`src/rtl/tse_reg_arbiter_pkg.sv`:
```
// Shared types and constants for the MAC register-port arbiter.
package tse_reg_pkg;

    localparam int ADDR_W  = 8;
    localparam int DATA_W  = 32;
    localparam int MAX_REQ = 4;
    localparam int PTR_W   = 2;

    // Read data returned to a requester whose transfer was aborted on timeout.
    localparam logic [DATA_W-1:0] TIMEOUT_DATA = 32'hDEADBEEF;

    typedef enum logic [1:0] {
        IDLE  = 2'd0,
        ISSUE = 2'd1,
        RESP  = 2'd2
    } state_t;

    // Index of the set bit in a one-hot vector; 0 when no bit is set.
    function automatic logic [PTR_W-1:0] onehot_to_idx(input logic [MAX_REQ-1:0] oh);
        logic [PTR_W-1:0] idx;
        idx = '0;
        for (int i = 0; i < MAX_REQ; i++) begin
            if (oh[i]) idx = PTR_W'(i);
        end
        return idx;
    endfunction

endpackage

```
`src/rtl/tse_reg_arbiter_if.sv`:
```
// Requester command/response bus plus the MAC register port.
interface tse_reg_arbiter_if
    import tse_reg_pkg::*;
#(
    parameter int N_REQ = 3
) ();

    logic [N_REQ-1:0]             req_valid;
    logic [N_REQ-1:0]             req_wr;
    logic [N_REQ-1:0][ADDR_W-1:0] req_addr;
    logic [N_REQ-1:0][DATA_W-1:0] req_wdata;
    logic [N_REQ-1:0]             req_ready;
    logic [N_REQ-1:0]             rsp_valid;
    logic [DATA_W-1:0]            rsp_rdata;
    logic                         rsp_err;

    logic [ADDR_W-1:0]            reg_addr;
    logic [DATA_W-1:0]            reg_data_in;
    logic                         reg_rd;
    logic                         reg_wr;
    logic [DATA_W-1:0]            reg_data_out;
    logic                         reg_busy;

    // Arbiter side.
    modport slave (
        input  req_valid, req_wr, req_addr, req_wdata, reg_data_out, reg_busy,
        output req_ready, rsp_valid, rsp_rdata, rsp_err,
               reg_addr, reg_data_in, reg_rd, reg_wr
    );

    // Requesters and MAC model side.
    modport master (
        output req_valid, req_wr, req_addr, req_wdata, reg_data_out, reg_busy,
        input  req_ready, rsp_valid, rsp_rdata, rsp_err,
               reg_addr, reg_data_in, reg_rd, reg_wr
    );

endinterface

```
`src/rtl/tse_reg_arbiter_rr.sv`:
```
// Round-robin selector: first active request at or above rr_ptr, wrapping.
module tse_rr_arbiter
    import tse_reg_pkg::*;
#(
    parameter int N_REQ = 3
) (
    input  logic [N_REQ-1:0] req,
    input  logic [PTR_W-1:0] rr_ptr,
    output logic [N_REQ-1:0] grant
);

    logic             found;
    logic [PTR_W-1:0] idx;

    // Scan the requesters starting at rr_ptr and take the first one that is active.
    always_comb begin
        grant = '0;
        found = 1'b0;
        idx   = '0;
        for (int i = 0; i < N_REQ; i++) begin
            idx = PTR_W'((int'(rr_ptr) + i) % N_REQ);
            if (!found && req[idx]) begin
                grant[idx] = 1'b1;
                found      = 1'b1;
            end
        end
    end

endmodule

```
`src/rtl/tse_reg_arbiter.sv`:
```
// Shares one MAC register port among N_REQ requesters, one transfer at a time,
// with a wait-request timeout. Every output comes straight from a flop.
//
// state | meaning
// IDLE  | no transfer; grant the next requester when any is pending
// ISSUE | strobe on the MAC port, waiting for reg_busy low or timeout
// RESP  | transfer finished; post the response and advance rr_ptr
module tse_reg_arbiter
    import tse_reg_pkg::*;
#(
    parameter int N_REQ   = 3,
    parameter int TIMEOUT = 1023
) (
    input logic              clk,
    input logic              rst,
    tse_reg_arbiter_if.slave bus
);

    localparam int               CNT_W    = $clog2(TIMEOUT + 1);
    localparam logic [CNT_W-1:0] CNT_LAST = CNT_W'(TIMEOUT - 1);

    state_t              state_q;
    state_t              state_n;
    logic [N_REQ-1:0]    grant;
    logic [MAX_REQ-1:0]  grant_ext;
    logic [PTR_W-1:0]    gnt_idx;
    logic [PTR_W-1:0]    gnt_q;
    logic [PTR_W-1:0]    rr_ptr;
    logic [CNT_W-1:0]    wait_cnt;
    logic                cmd_wr;
    logic [DATA_W-1:0]   rsp_data_q;
    logic                rsp_err_q;
    logic                take;
    logic                done;
    logic                expire;

    tse_rr_arbiter #(.N_REQ(N_REQ)) u_rr (
        .req    (bus.req_valid),
        .rr_ptr (rr_ptr),
        .grant  (grant)
    );

    assign grant_ext = MAX_REQ'(grant);
    assign gnt_idx   = onehot_to_idx(grant_ext);

    // State register.
    always_ff @(posedge clk) begin
        if (rst) state_q <= IDLE;
        else     state_q <= state_n;
    end

    // Next state plus the one-cycle events that steer the datapath.
    always_comb begin
        state_n = state_q;
        take    = 1'b0;
        done    = 1'b0;
        expire  = 1'b0;
        unique case (state_q)
            IDLE: begin
                if (|bus.req_valid) begin
                    take    = 1'b1;
                    state_n = ISSUE;
                end
            end
            ISSUE: begin
                if (!bus.reg_busy) begin
                    done    = 1'b1;
                    state_n = RESP;
                end else if (wait_cnt == CNT_LAST) begin
                    // This busy cycle is the TIMEOUT-th one: give up.
                    expire  = 1'b1;
                    state_n = RESP;
                end
            end
            RESP:    state_n = IDLE;
            default: state_n = IDLE;
        endcase
    end

    // Command latch, MAC strobes, wait counter, response and round-robin pointer.
    always_ff @(posedge clk) begin
        if (rst) begin
            gnt_q           <= '0;
            rr_ptr          <= '0;
            wait_cnt        <= '0;
            cmd_wr          <= 1'b0;
            rsp_data_q      <= '0;
            rsp_err_q       <= 1'b0;
            bus.req_ready   <= '0;
            bus.rsp_valid   <= '0;
            bus.rsp_rdata   <= '0;
            bus.rsp_err     <= 1'b0;
            bus.reg_addr    <= '0;
            bus.reg_data_in <= '0;
            bus.reg_rd      <= 1'b0;
            bus.reg_wr      <= 1'b0;
        end else begin
            bus.req_ready <= '0;
            bus.rsp_valid <= '0;
            bus.rsp_rdata <= '0;
            bus.rsp_err   <= 1'b0;

            if (take) begin
                gnt_q           <= gnt_idx;
                cmd_wr          <= bus.req_wr[gnt_idx];
                wait_cnt        <= '0;
                bus.req_ready   <= grant;
                bus.reg_addr    <= bus.req_addr[gnt_idx];
                bus.reg_data_in <= bus.req_wdata[gnt_idx];
                bus.reg_wr      <= bus.req_wr[gnt_idx];
                bus.reg_rd      <= ~bus.req_wr[gnt_idx];
            end

            if (state_q == ISSUE && bus.reg_busy) begin
                wait_cnt <= wait_cnt + CNT_W'(1);
            end

            if (done || expire) begin
                bus.reg_rd      <= 1'b0;
                bus.reg_wr      <= 1'b0;
                bus.reg_addr    <= '0;
                bus.reg_data_in <= '0;
                rsp_err_q       <= expire;
                if (expire)      rsp_data_q <= TIMEOUT_DATA;
                else if (cmd_wr) rsp_data_q <= '0;
                else             rsp_data_q <= bus.reg_data_out;
            end

            if (state_q == RESP) begin
                bus.rsp_valid <= N_REQ'(1) << gnt_q;
                bus.rsp_rdata <= rsp_data_q;
                bus.rsp_err   <= rsp_err_q;
                rr_ptr        <= (gnt_q == PTR_W'(N_REQ - 1)) ? '0 : gnt_q + PTR_W'(1);
            end
        end
    end

endmodule
```
`src/flat_wrapper.sv`:
```
// flat-port wrapper written by rule: the top's interface ports become plain ports
module tse_reg_arbiter_flat import tse_reg_pkg::*;
#(
    parameter int N_REQ   = 3,
    parameter int TIMEOUT = 1023
)
  (clk, rst, bus_req_valid, bus_req_wr, bus_req_addr, bus_req_wdata, bus_reg_data_out, bus_reg_busy, bus_req_ready, bus_rsp_valid, bus_rsp_rdata, bus_rsp_err, bus_reg_addr, bus_reg_data_in, bus_reg_rd, bus_reg_wr);
  tse_reg_arbiter_if #(.N_REQ(N_REQ)) bus_i ();
  input logic clk;
  input logic rst;
  input wire logic [$bits(bus_i.req_valid)-1:0] bus_req_valid;
  input wire logic [$bits(bus_i.req_wr)-1:0] bus_req_wr;
  input wire logic [$bits(bus_i.req_addr)-1:0] bus_req_addr;
  input wire logic [$bits(bus_i.req_wdata)-1:0] bus_req_wdata;
  input wire logic [$bits(bus_i.reg_data_out)-1:0] bus_reg_data_out;
  input wire logic [$bits(bus_i.reg_busy)-1:0] bus_reg_busy;
  output wire logic [$bits(bus_i.req_ready)-1:0] bus_req_ready;
  output wire logic [$bits(bus_i.rsp_valid)-1:0] bus_rsp_valid;
  output wire logic [$bits(bus_i.rsp_rdata)-1:0] bus_rsp_rdata;
  output wire logic [$bits(bus_i.rsp_err)-1:0] bus_rsp_err;
  output wire logic [$bits(bus_i.reg_addr)-1:0] bus_reg_addr;
  output wire logic [$bits(bus_i.reg_data_in)-1:0] bus_reg_data_in;
  output wire logic [$bits(bus_i.reg_rd)-1:0] bus_reg_rd;
  output wire logic [$bits(bus_i.reg_wr)-1:0] bus_reg_wr;
  assign bus_i.req_valid = bus_req_valid;
  assign bus_i.req_wr = bus_req_wr;
  assign bus_i.req_addr = bus_req_addr;
  assign bus_i.req_wdata = bus_req_wdata;
  assign bus_i.reg_data_out = bus_reg_data_out;
  assign bus_i.reg_busy = bus_reg_busy;
  assign bus_req_ready = bus_i.req_ready;
  assign bus_rsp_valid = bus_i.rsp_valid;
  assign bus_rsp_rdata = bus_i.rsp_rdata;
  assign bus_rsp_err = bus_i.rsp_err;
  assign bus_reg_addr = bus_i.reg_addr;
  assign bus_reg_data_in = bus_i.reg_data_in;
  assign bus_reg_rd = bus_i.reg_rd;
  assign bus_reg_wr = bus_i.reg_wr;
  tse_reg_arbiter #(.N_REQ(N_REQ), .TIMEOUT(TIMEOUT)) u_core (.clk(clk), .rst(rst), .bus(bus_i));
endmodule
```
`config.mk`:
```
export PLATFORM = sky130hd
export DESIGN_NAME = tse_reg_arbiter_flat
export DESIGN_NICKNAME = d
export VERILOG_FILES = /design/src/rtl/tse_reg_arbiter_pkg.sv /design/src/rtl/tse_reg_arbiter_if.sv /design/src/rtl/tse_reg_arbiter_rr.sv /design/src/rtl/tse_reg_arbiter.sv /design/src/flat_wrapper.sv
export SDC_FILE = /design/constraint.sdc
export NUM_CORES = 1
export LEC_CHECK = 0
export ABC_AREA = 0
export CAP_MARGIN = 25
export CORE_MARGIN = 1.5
export CORE_UTILIZATION = 47
export CTS_BUF_LIST = sky130_fd_sc_hd__clkbuf_4
export DETAILED_ROUTE_END_ITERATION = 12
export PLACE_DENSITY_LB_ADDON = 0.12
export SLEW_MARGIN = 0
export SYNTH_ARGS = -nofsm -noshare
export SYNTH_HDL_FRONTEND = slang
export SYNTH_SLANG_ARGS = --single-unit
```
`constraint.sdc`:
```
create_clock -name clk -period 5.5 [get_ports clk]
set_input_delay 1.1 -clock clk [delete_from_list [all_inputs] [get_ports clk]]
set_output_delay 1.1 -clock clk [all_outputs]
set_load 0.01 [all_outputs]
```
==> results of run 1 <==
power by group through the flow:
stage                     logic, mW  clock network (mW)  registers, mW
after floorplan               0.201                   0           1.10
after global placement        0.459                   0           1.09
after detailed placement      0.469                   0           1.09
after CTS                     0.472               0.722           1.07
after global routing          0.503               0.766           1.08
final                         0.469               0.712           1.07
path summary, 6_finish.rpt:
path                    startpoint                    endpoint  cells after the start
max                            rst   u_core.bus.reg_data_in[6]                      5
min          u_core.rsp_data_q[30]    u_core.bus.rsp_rdata[30]                      1
max reg2reg       u_core.rr_ptr[0]  u_core.bus.reg_data_in[23]                      9
min reg2reg  u_core.rsp_data_q[30]    u_core.bus.rsp_rdata[30]                      1
logic make-up after synthesis:
logic type / Yosys count
multiplexers: 48
AND/OR/NAND/NOR: 146
adder cells (fa/ha/maj): 6
buffers and inverters: 84
AO/OA/AOI/OAI: 110
flip-flops: 131
cell type report:
cell class / count / area [µm²] / area share (%)
sequential: 131 / 2623 / 31.88
inverter: 48 / 180.2 / 2.190
clock buffer: 17 / 127.6 / 1.552
clock inverter: 15 / 193.9 / 2.358
multi-input combinational: 310 / 2447 / 29.75
timing repair buffer: 248 / 2475 / 30.09
tap: 143 / 178.9 / 2.175
metrics by stage:
stage | hold slack (ps) | setup WS, ps | cells | util [%]
after floorplan | 430.2 | 2856 | 525 | -
after global placement | 437.8 | 1414 | 879 | 69.18
after global routing | 487.1 | 1677 | 912 | 72.04
final | 462.1 | 1867 | 912 | 72.04
after CTS | 473.4 | 1873 | 912 | 72.04
after detailed placement | 443.5 | 1315 | 880 | 69.22
sequential cells by signal, summed over array words and instances (netlist names):
| name | count |
|---|---|
| u_core.rr_ptr | 2 |
| u_core.bus.reg_addr | 8 |
| u_core.bus.rsp_err | 1 |
| u_core.bus.req_ready | 3 |
| u_core.wait_cnt | 10 |
| u_core.bus.reg_data_in | 32 |
| u_core.bus.rsp_valid | 3 |
| u_core.bus.reg_wr | 1 |
| u_core.bus.reg_rd | 1 |
| u_core.rsp_err_q | 1 |
| u_core.gnt_q | 2 |
| u_core.state_q | 2 |
| u_core.bus.rsp_rdata | 32 |
| u_core.cmd_wr | 1 |
| u_core.rsp_data_q | 32 |
cell usage after synthesis, drive strengths merged, types with 4 or more instances:
cell / instances
dfxtp: 131
nand2: 54
inv: 48
mux2i: 45
o221ai: 42
and2: 36
a221o: 25
buf: 25
nor2: 20
clkbuf: 11
nand3: 10
a21oi: 9
o21ai: 9
a22o: 8
ha: 6
nor3: 5
or3: 5
a21o: 4
nand3b: 4
layer usage:
layer / vias up / part of all wire [%]
li1: 2338 / -
met1: 2310 / 37
met2: 206 / 51
met3: 32 / 8.9
met4: 0 / 3.3
met5: - / 0
==> results.md, run 1 <==
- Post-synth EDFFs: 0
- Outcome: completed
- M1 GR Usage: between 20% and 30%
- WS Path Type: in -> reg
- Syn avg cell area: approximately 10 µm²
- Core area: between 10000 and 15000 µm²
- Max_slew headroom: approximately 33%
- Hold-fix buffers at CTS: 0
- Worst skew pair latency: approximately 540 ps
- Post-synthesis compound-gate area fraction: between 20% and 30%
- Port bufs: between 200 and 250
- Critical path's largest stage delay: approximately 840 ps
- Yosys reg bits: 131
- Largest family of logic cells by synthesized area: compound AO/OA/AOI/OAI gates
- Cell Chain, Critical Path: clkdlybuf4s50_1 > o2bb2ai_4 > nand3_2 > buf_4 > o221ai_2
- Hold Crit Class: reg -> reg
- Nets: a little over 900
- Clock Pin Slew Worst Setup and Hold Paths: approximately 130 ps
- # setup viols final: 0
- Setup TNS: 0 ps
- Multiplexer share of the synthesized area: 8.836%
- Crit path DAT: between 4000 and 5000 ps
- H-tree depth: 4
- Yosys warns: 0
- Slew @ Worst Pin: between 1000 and 1500 ps
- GPL Wtd Cong: slightly above 0.9
- Root Buffer: clkbuf_4
- Initial Utilization: about 48%
- Final hold vios: 0
- Post-synthesis xor/xnor area fraction: 0%
- Ports: around 240
- DIE AREA: 12320 µm²
- Post-synthesis async set-or-reset flop share: 0%
- Slowest stage cell, crit path: o2bb2ai_4
- # Post-CTS Setup Buffers: 0
- Pwr per Cell Area: roughly 270 nW/µm²
- CP Data Required Time: between 5000 and 6000 ps
- Flop2flop setup slack: ~2400 ps
- Adder-cell share of the synthesized area: 1.370%
- Routed Wire Length: roughly 16000 µm
- Vias in the first global route: a little under 5000
- Cell area after synthesis: approximately 5500 µm²
- CTS Buf Count: 17
- First-pass GRT wire length: 24590 µm
- Final period util: about two thirds
- ANT cells: 0
- Synth area leaders: dfxtp_1, mux2i_1, o221ai_2, a221o_1, and2_1
- CTS max path bufs: 2
- Buf/Inv on CP: 2
- Switching share of power: 29.24%
- Maxcap violations: 0
- # rows: 39
- CTS tree: yes
- Clock power share: between 30% and 40%
- GRT busiest layer: met2
- Vias per cell: ~5.4
- Leak: around 3.4 nW
- Fin Clk Skew: roughly 22 ps
- Met2 Use GR: around 45%
- Most frequent cells in the layout: clkdlybuf4s50_1, dfxtp_1, nand2_1
- Power Total: roughly 2.2 mW
- Die Y: between 100 and 150 µm
- DIE WIDTH: roughly 110 µm
- Antenna Nets Post-Route: 0
- Post-synth top area share: about 48%
- Post-route cell area: approximately 8200 µm²
- Share of cells above drive strength 1: 10.79%
- Register area share after synthesis: ~48%
- Peak supply drop: about 0.21 mV
- Synth cell types: 45
- Largest net degree at the start of global routing: between 40 and 50
- Final Critical Period: between 3000 and 4000 ps
- Starting DRT DRC Count: ~370
- FMAX: around 0.28 GHz
- All-Layer GR Usage: roughly a quarter
- Vias post-DR: 4886
- Comb power frac: around a fifth
- P_int: ~1.6 mW
- Max FO, Critical Path: 38
- Simple-Gate Fraction of Synth Area: 13.61%
- Final Max Tran Viols: 0
- Syn_nets: between 600 and 700
- Post-DR wirelength/cell: approximately 17 µm
- Post-CTS sizing: 0
- Most common cell after layout, fill and taps aside: clkdlybuf4s50_1
- Top delay family on crit path: buffers and inverters
- Layout overhead on the synthesized area: 50.09%
- RSZ-0062 raised after global routing: no
- Drt pass-1 iters: 5
- Sequential fraction of design power: 47.5%
- Startpoint types: primary input
- DRC errors left: 0
- Post-detail-place hpwl: around 12000 µm
- Gr ovfl total: 0
- Fillers: approximately 870
- Sink Count: about 130
- Sw Pwr: between 0.6 and 0.7 mW
- Synth area leader: dfxtp_1
- Syn Inst Count: 525
- Antenna violations before repair: 0
- Global Route met3 Usage: just over 10%
- Endpoint type of the worst setup path: flop
- DP Area: a little under 8000 µm²
- Synth Flop Type: dfxtp_1
No activity file was read; power rests on OpenSTA's default activity.
==> inputs of run 2 (changes only) <==
Settings changed: CORE_UTILIZATION 47 to 39.
Clock period 5.5 ns to 3.3 ns, I/O delays scaled along.
==> run 2 against run 1 <==
  * Worst hold slack improved by 3.5 ps
  * Flip-flop and latch count unchanged
  * Core utilization fell by 12 points
  * Cell area up 1.0%
  * Clock power is 63% higher
  * Critical path type is now reg -> reg
  * Die area rose by 20%
  * Wire length is 2.1% lower
==> results.md, run 2 (same netlist as run 1, synthesis figures left out) <==
- Most frequent cells in the layout: clkdlybuf4s50_1, dfxtp_1, nand2_1
- Hold-fix buffers at CTS: 0 (unchanged)
- Starting DRT DRC Count: 280 (-25%)
- DRC errors left: 0 (unchanged)
- Top delay family on crit path: compound AO/OA/AOI/OAI gates
- Clock Pin Slew Worst Setup and Hold Paths: 120 ps (about the same)
- Dpl cells: 920 (+4.5%)
- Maxcap violations: 0 (unchanged)
- Pwr per Cell Area: 448.7 nW/µm² (+64%)
- Root Buffer: clkbuf_4
- Final hold vios: 0 (unchanged)
- Power Total: 3.730 mW (+66%)
- Endpoint of the worst hold path: u_core.bus.rsp_rdata[0]
- Endpoint type of the worst setup path: flop
- Post-CTS sizing: 0 (unchanged)
- Final Max Tran Viols: 0 (unchanged)
- CTS max path bufs: 2 (unchanged)
- CP Data Required Time: 3720 ps (-2220 ps)
- Crit path from: u_core.rr_ptr[0]
- Nets: 926 (+0.33%)
- Leak: 3.388 nW (about the same)
- Final worst setup slack: 755.8 ps (-1112 ps)
- DIE WIDTH: 121.5 µm (+9.5%)
- Hold Crit Class: reg -> reg
- Finished Layout Cells: 953 (+4.5%)
- Slew @ Worst Pin: 891.9 ps (-112.2 ps)
- Port bufs: 241 (unchanged)
- Fin Clk Skew: 14.43 ps (-7.390 ps)
- GPL Wtd Cong: 0.8411 (-8.3%)
- Outcome: completed
- # setup viols final: 0 (unchanged)
- Antenna Nets Post-Route: 0 (unchanged)
- Final period util: between 70% and 80%
- Antenna violations before repair: 0 (unchanged)
- WS Path Type: reg -> reg
- First-pass GRT wire length: 23720 µm (-3.6%)
- Max FO, Critical Path: 20 (-47%)
- Worst skew pair latency: 530 ps (about the same)
- Max_slew headroom: 40.54% (+7.7 points)
- Setup TNS: 0 ps (unchanged)
- Sink Count: 131 (unchanged)
- # rows: 43 (+10%)
- DIE AREA: 14770 µm² (+20%)
- Die Y: 121.5 µm (+9.5%)
- H-tree depth: 4 (unchanged)
- R2r startpoint: u_core.rr_ptr[0]
- Flop2flop setup slack: 760 ps (-1590 ps)
- Layout overhead on the synthesized area: 51.67%
- Vias post-DR: 4789 (-2.0%)
- CTS tree: yes
- Largest net degree at the start of global routing: 43 (+2.4%)
- RSZ-0062 raised after global routing: no
- Buf/Inv on CP: 2 (unchanged)
- Slowest stage cell, crit path: ha_1
- HP Start: u_core.rsp_data_q[0]
- Util after Layout: 60.35% (-12 points)
- Ports: 242 (unchanged)
- FMAX: about 0.4 GHz
- Vias per cell: 5.025 (-6.2%)
- Initial Utilization: 39.79% (-8.2 points)
- Drt pass-1 iters: 6 (+1)
- CTS Buf Count: 17 (unchanged)
- Post-DR wirelength/cell: 16.16 µm (-6.3%)
- Biggest regs: u_core.bus.reg_data_in: 32 flops, u_core.bus.rsp_rdata: 32 flops, u_core.rsp_data_q: 32 flops
- Cell Chain, Critical Path: inv_1 > ha_1 > a22oi_1 > o22ai_2 > and4bb_1 > o21ai_4 > buf_4 > mux2i_1 > o221ai_2
- Critical path's largest stage delay: 460 ps (-380 ps)
- Startpoint types: flop
- Gr ovfl total: 0 (unchanged)
- Core area: 13770 µm² (+21%)
- Hold Path Depth: 1 (unchanged)
- Most common cell after layout, fill and taps aside: clkdlybuf4s50_1
- Final Critical Period: 2544 ps
- Vias in the first global route: 4750 (-4.3%)
- Routed Wire Length: 15400 µm (-2.1%)
- # Post-CTS Setup Buffers: 0 (unchanged)
- Reg2Reg Depth: 9 (unchanged)
- Peak supply drop: 0.1822 mV (-15%)
- Pre-CTS setup slack: 335.3 ps (-979.8 ps)
- All-Layer GR Usage: 20.83% (-4.4 points)
- Crit path DAT: 2960 ps (-1120 ps)
- Share of cells above drive strength 1: 11.14% (+0.35 points)
- Critical R2R Capture: u_core.bus.reg_data_in[7]
- Post-detail-place hpwl: 11480 µm (-2.5%)
run 2: worst max-delay path by stage:
stage	to	slack, ps	cells past startpoint
floorplan	u_core.bus.reg_data_in[11]	1100	8
global placement	u_core.bus.reg_data_in[12]	470	8
detailed placement	u_core.bus.reg_data_in[7]	340	8
CTS	u_core.bus.reg_data_in[7]	740	9
global route	u_core.bus.reg_addr[6]	540	9
finish	u_core.bus.reg_data_in[7]	760	9
run 2: layout make-up:
class / count / area (µm²)
fillers: 1178 / 5461
flip-flops and latches: 131 / 2623
repair buffers: 251 / 2525
multi-input cells: 310 / 2447
well taps: 180 / 225.2
clock inverters: 15 / 181.4
inverters: 48 / 180.2
clock buffers: 17 / 127.6
diodes: 1 / 2.502
run 2: power by group:
part           internal, mW  switching (mW)
Sequential             1.71          0.0699
Clock                 0.531           0.624
Combinational         0.464           0.332
run 2: layer usage:
metal  global-route usage (%)  share of wire [%]  up-vias  routed length [µm]
li1                         -                  -     2347                   -
met1                    23.18                 39     2217                5979
met2                    35.84                 50      202                7692
met3                    7.772                9.0       23                1386
met4                    8.603                2.2        0                 340
met5                        0                  0        -                   0
run 2: through the flow:
stage                     cell area [µm²]  hold slack (ps)
after floorplan                      5480            430.2
after global routing                 8309            488.0
after global placement               8000            437.3
after detailed placement             8000            440.6
final                                8312            465.6
after CTS                            8309            469.2
==> inputs of run 3 (changes only) <==
Clock period 3.3 ns to 2.1 ns, I/O delays scaled along.
==> run 3 against run 2 <==
  * The flow now finishes with violations (setup timing)
  * Fmax grew 15%
  * Sequential share of layout area down 2.9 points
  * Core utilization grew 6.4 points
  * First-iteration DRC count is 17% lower
  * Clock-buffer cell count unchanged
==> results.md, run 3 (same netlist as run 1, synthesis figures left out) <==
- Outcome: complete, but fails checks
- Failing checks: setup timing
- R2r startpoint: u_core.rr_ptr[1]
- Startpoint types: flop
- Slowest stage cell, crit path: dfxtp_4
- Gr ovfl total: 0 (unchanged)
- Die Y: 121.5 µm (unchanged)
- Most common cell after layout, fill and taps aside: clkdlybuf4s50_1
- # rows: 43 (unchanged)
- All-Layer GR Usage: 22.30% (+1.5 points)
- Dpl cells: 949 (+3.2%)
- Vias per cell: 5.104 (+1.6%)
- Root Buffer: clkbuf_4
- Hold Crit Class: reg -> reg
- Starting DRT DRC Count: 233 (-17%)
- Share of cells above drive strength 1: 20.81% (+9.7 points)
- Maxcap violations: 0 (unchanged)
- CP dominant cell by count: buf_4
- Drt pass-1 iters: 4 (-2)
- Core area: 13770 µm² (unchanged)
- Worst Hold Margin: 455.6 ps (-10.00 ps)
- Biggest regs: u_core.bus.reg_data_in: 32 flops, u_core.bus.rsp_rdata: 32 flops, u_core.rsp_data_q: 32 flops
- Peak supply drop: 0.3283 mV (+80%)
- DRC errors left: 0 (unchanged)
- Flop2flop setup slack: -120 ps (-880 ps)
- Final period util: 105.8% (+29 points)
- Critical R2R Capture: u_core.bus.reg_wr
- HP Start: u_core.rsp_data_q[3]
- CTS max path bufs: 2 (unchanged)
- GRT busiest layer: met2
- Hold Path Depth: 1 (unchanged)
- WS Path Type: reg -> reg
- Worst skew pair latency: 540 ps (about the same)
- Setup TNS: -3022 ps (-3022 ps)
- CTS tree: yes
- Finished Layout Cells: 998 (+4.7%)
- M1 GR Usage: 24.12% (+0.94 points)
- Clock Pin Slew Worst Setup and Hold Paths: 120 ps (about the same)
- Top delay family on crit path: buffers and inverters
- Antenna violations before repair: 1 (+1)
- DIE AREA: 14770 µm² (unchanged)
- DIE WIDTH: 121.5 µm (unchanged)
- Largest net degree at the start of global routing: 34 (-21%)
- Ports: 242 (unchanged)
- First-pass GRT wire length: 25580 µm (+7.9%)
- Pre-CTS setup slack: -469.0 ps (-804.2 ps)
- CTS Buf Count: 17 (unchanged)
- Buf/Inv on CP: 5 (+3)
- RSZ-0062 raised after global routing: yes
- Routed Wire Length: 17090 µm (+11%)
- Critical path's largest stage delay: 390 ps (-70 ps)
- FMAX: 0.4501 GHz (+15%)
- Endpoint of the worst hold path: u_core.bus.rsp_rdata[3]
- Fin Clk Skew: 20.05 ps (+5.612 ps)
- Slew @ Worst Pin: 457.2 ps (-434.8 ps)
- Final Critical Period: 2222 ps (-322.3 ps)
- Cell Chain, Critical Path: inv_2 > ha_4 > buf_4 > mux2i_1 > and4bb_1 > o21ai_4 > buf_4 > buf_6 > mux2i_2 > buf_4 > o221ai_2
- Initial Utilization: 39.79% (unchanged)
- CP Data Required Time: 2510 ps (-1210 ps)
- Crit path DAT: 2630 ps (-330 ps)
- Nets: 971 (+4.9%)
- Final hold vios: 0 (unchanged)
- Global Route met3 Usage: 8.661% (+0.89 points)
- Max FO, Critical Path: 6 (-70%)
- Vias in the first global route: 5270 (+11%)
- Post-DR wirelength/cell: 17.12 µm (+6.0%)
- Leak: 3.670 nW (+8.3%)
- Max_slew headroom: 69.36% (+29 points)
- Reg2Reg Depth: 11 (+2)
- Antenna Nets Post-Route: 0 (unchanged)
- Post-detail-place hpwl: 11730 µm (+2.2%)
- # setup viols final: 43 (+43)
- Pwr per Cell Area: 681.0 nW/µm² (+52%)
- Vias post-DR: 5094 (+6.4%)
- Endpoint type of the worst setup path: flop
- Final Max Tran Viols: 0 (unchanged)
- Most frequent cells in the layout: clkdlybuf4s50_1, dfxtp_1, nand2_1
- GPL Wtd Cong: 0.8024 (-4.6%)
- Power Total: 6.262 mW (+68%)
- Final worst setup slack: -121.9 ps (-877.7 ps)
- H-tree depth: 4 (unchanged)
- Met2 Use GR: 38.45% (+2.6 points)
- Hold-fix buffers at CTS: 0 (unchanged)
- Port bufs: 241 (unchanged)
- Sink Count: 131 (unchanged)
- Layout overhead on the synthesized area: 67.79%
[run 3: metrics by stage]
step / area (µm²) / util (%)
floorplan: 5532 / -
global placement: 8372 / 60.78
detailed placement: 8372 / 60.78
CTS: 8907 / 64.67
global route: 9195 / 66.76
finish: 9195 / 66.76
[run 3: worst max-delay path by stage]
stage / to / slack, ps / from / depth (start not counted)
global placement: u_core.bus.reg_data_in[28] / -390 / bus_req_valid[1] / 8
CTS: u_core.bus.reg_wr / -90 / u_core.rr_ptr[0] / 11
detailed placement: u_core.bus.reg_data_in[30] / -470 / bus_req_valid[1] / 8
global route: u_core.bus.reg_rd / -200 / u_core.rr_ptr[1] / 11
finish: u_core.bus.reg_wr / -120 / u_core.rr_ptr[1] / 11
floorplan: u_core.bus.reg_data_in[11] / -20 / u_core.rr_ptr[1] / 10
[run 3: power by group]
group          switching [mW]  internal, mW
Combinational           0.606         0.911
Clock                   0.994         0.955
Sequential              0.112          2.68
Total                    1.71          4.55
[run 3: cell type report]
class	instances	area, µm²
Antenna cell	1	2.502
Multi-Input combinational cell	310	2708
Timing Repair Buffer	296	3108
Sequential cell	131	2636
Inverter	48	182.7
Clock buffer	17	127.6
Fill cell	1130	4578
Tap cell	180	225.2
Clock inverter	15	205.2
[run 3: metal layers]
| layer | wire (µm) | share of wire [%] |
|---|---|---|
| met5 | 0 | 0 |
| met4 | 515 | 3.0 |
| met3 | 1420 | 8.3 |
| met2 | 8545 | 50 |
| met1 | 6605 | 39 |
[run 3: timing repair]
item                       4_1_cts  5_1_grt
buffers inserted                 8        5
gates cloned                     3        3
pin swaps                        6        5
resized for setup               17       45
setup endpoints to repair       42       67
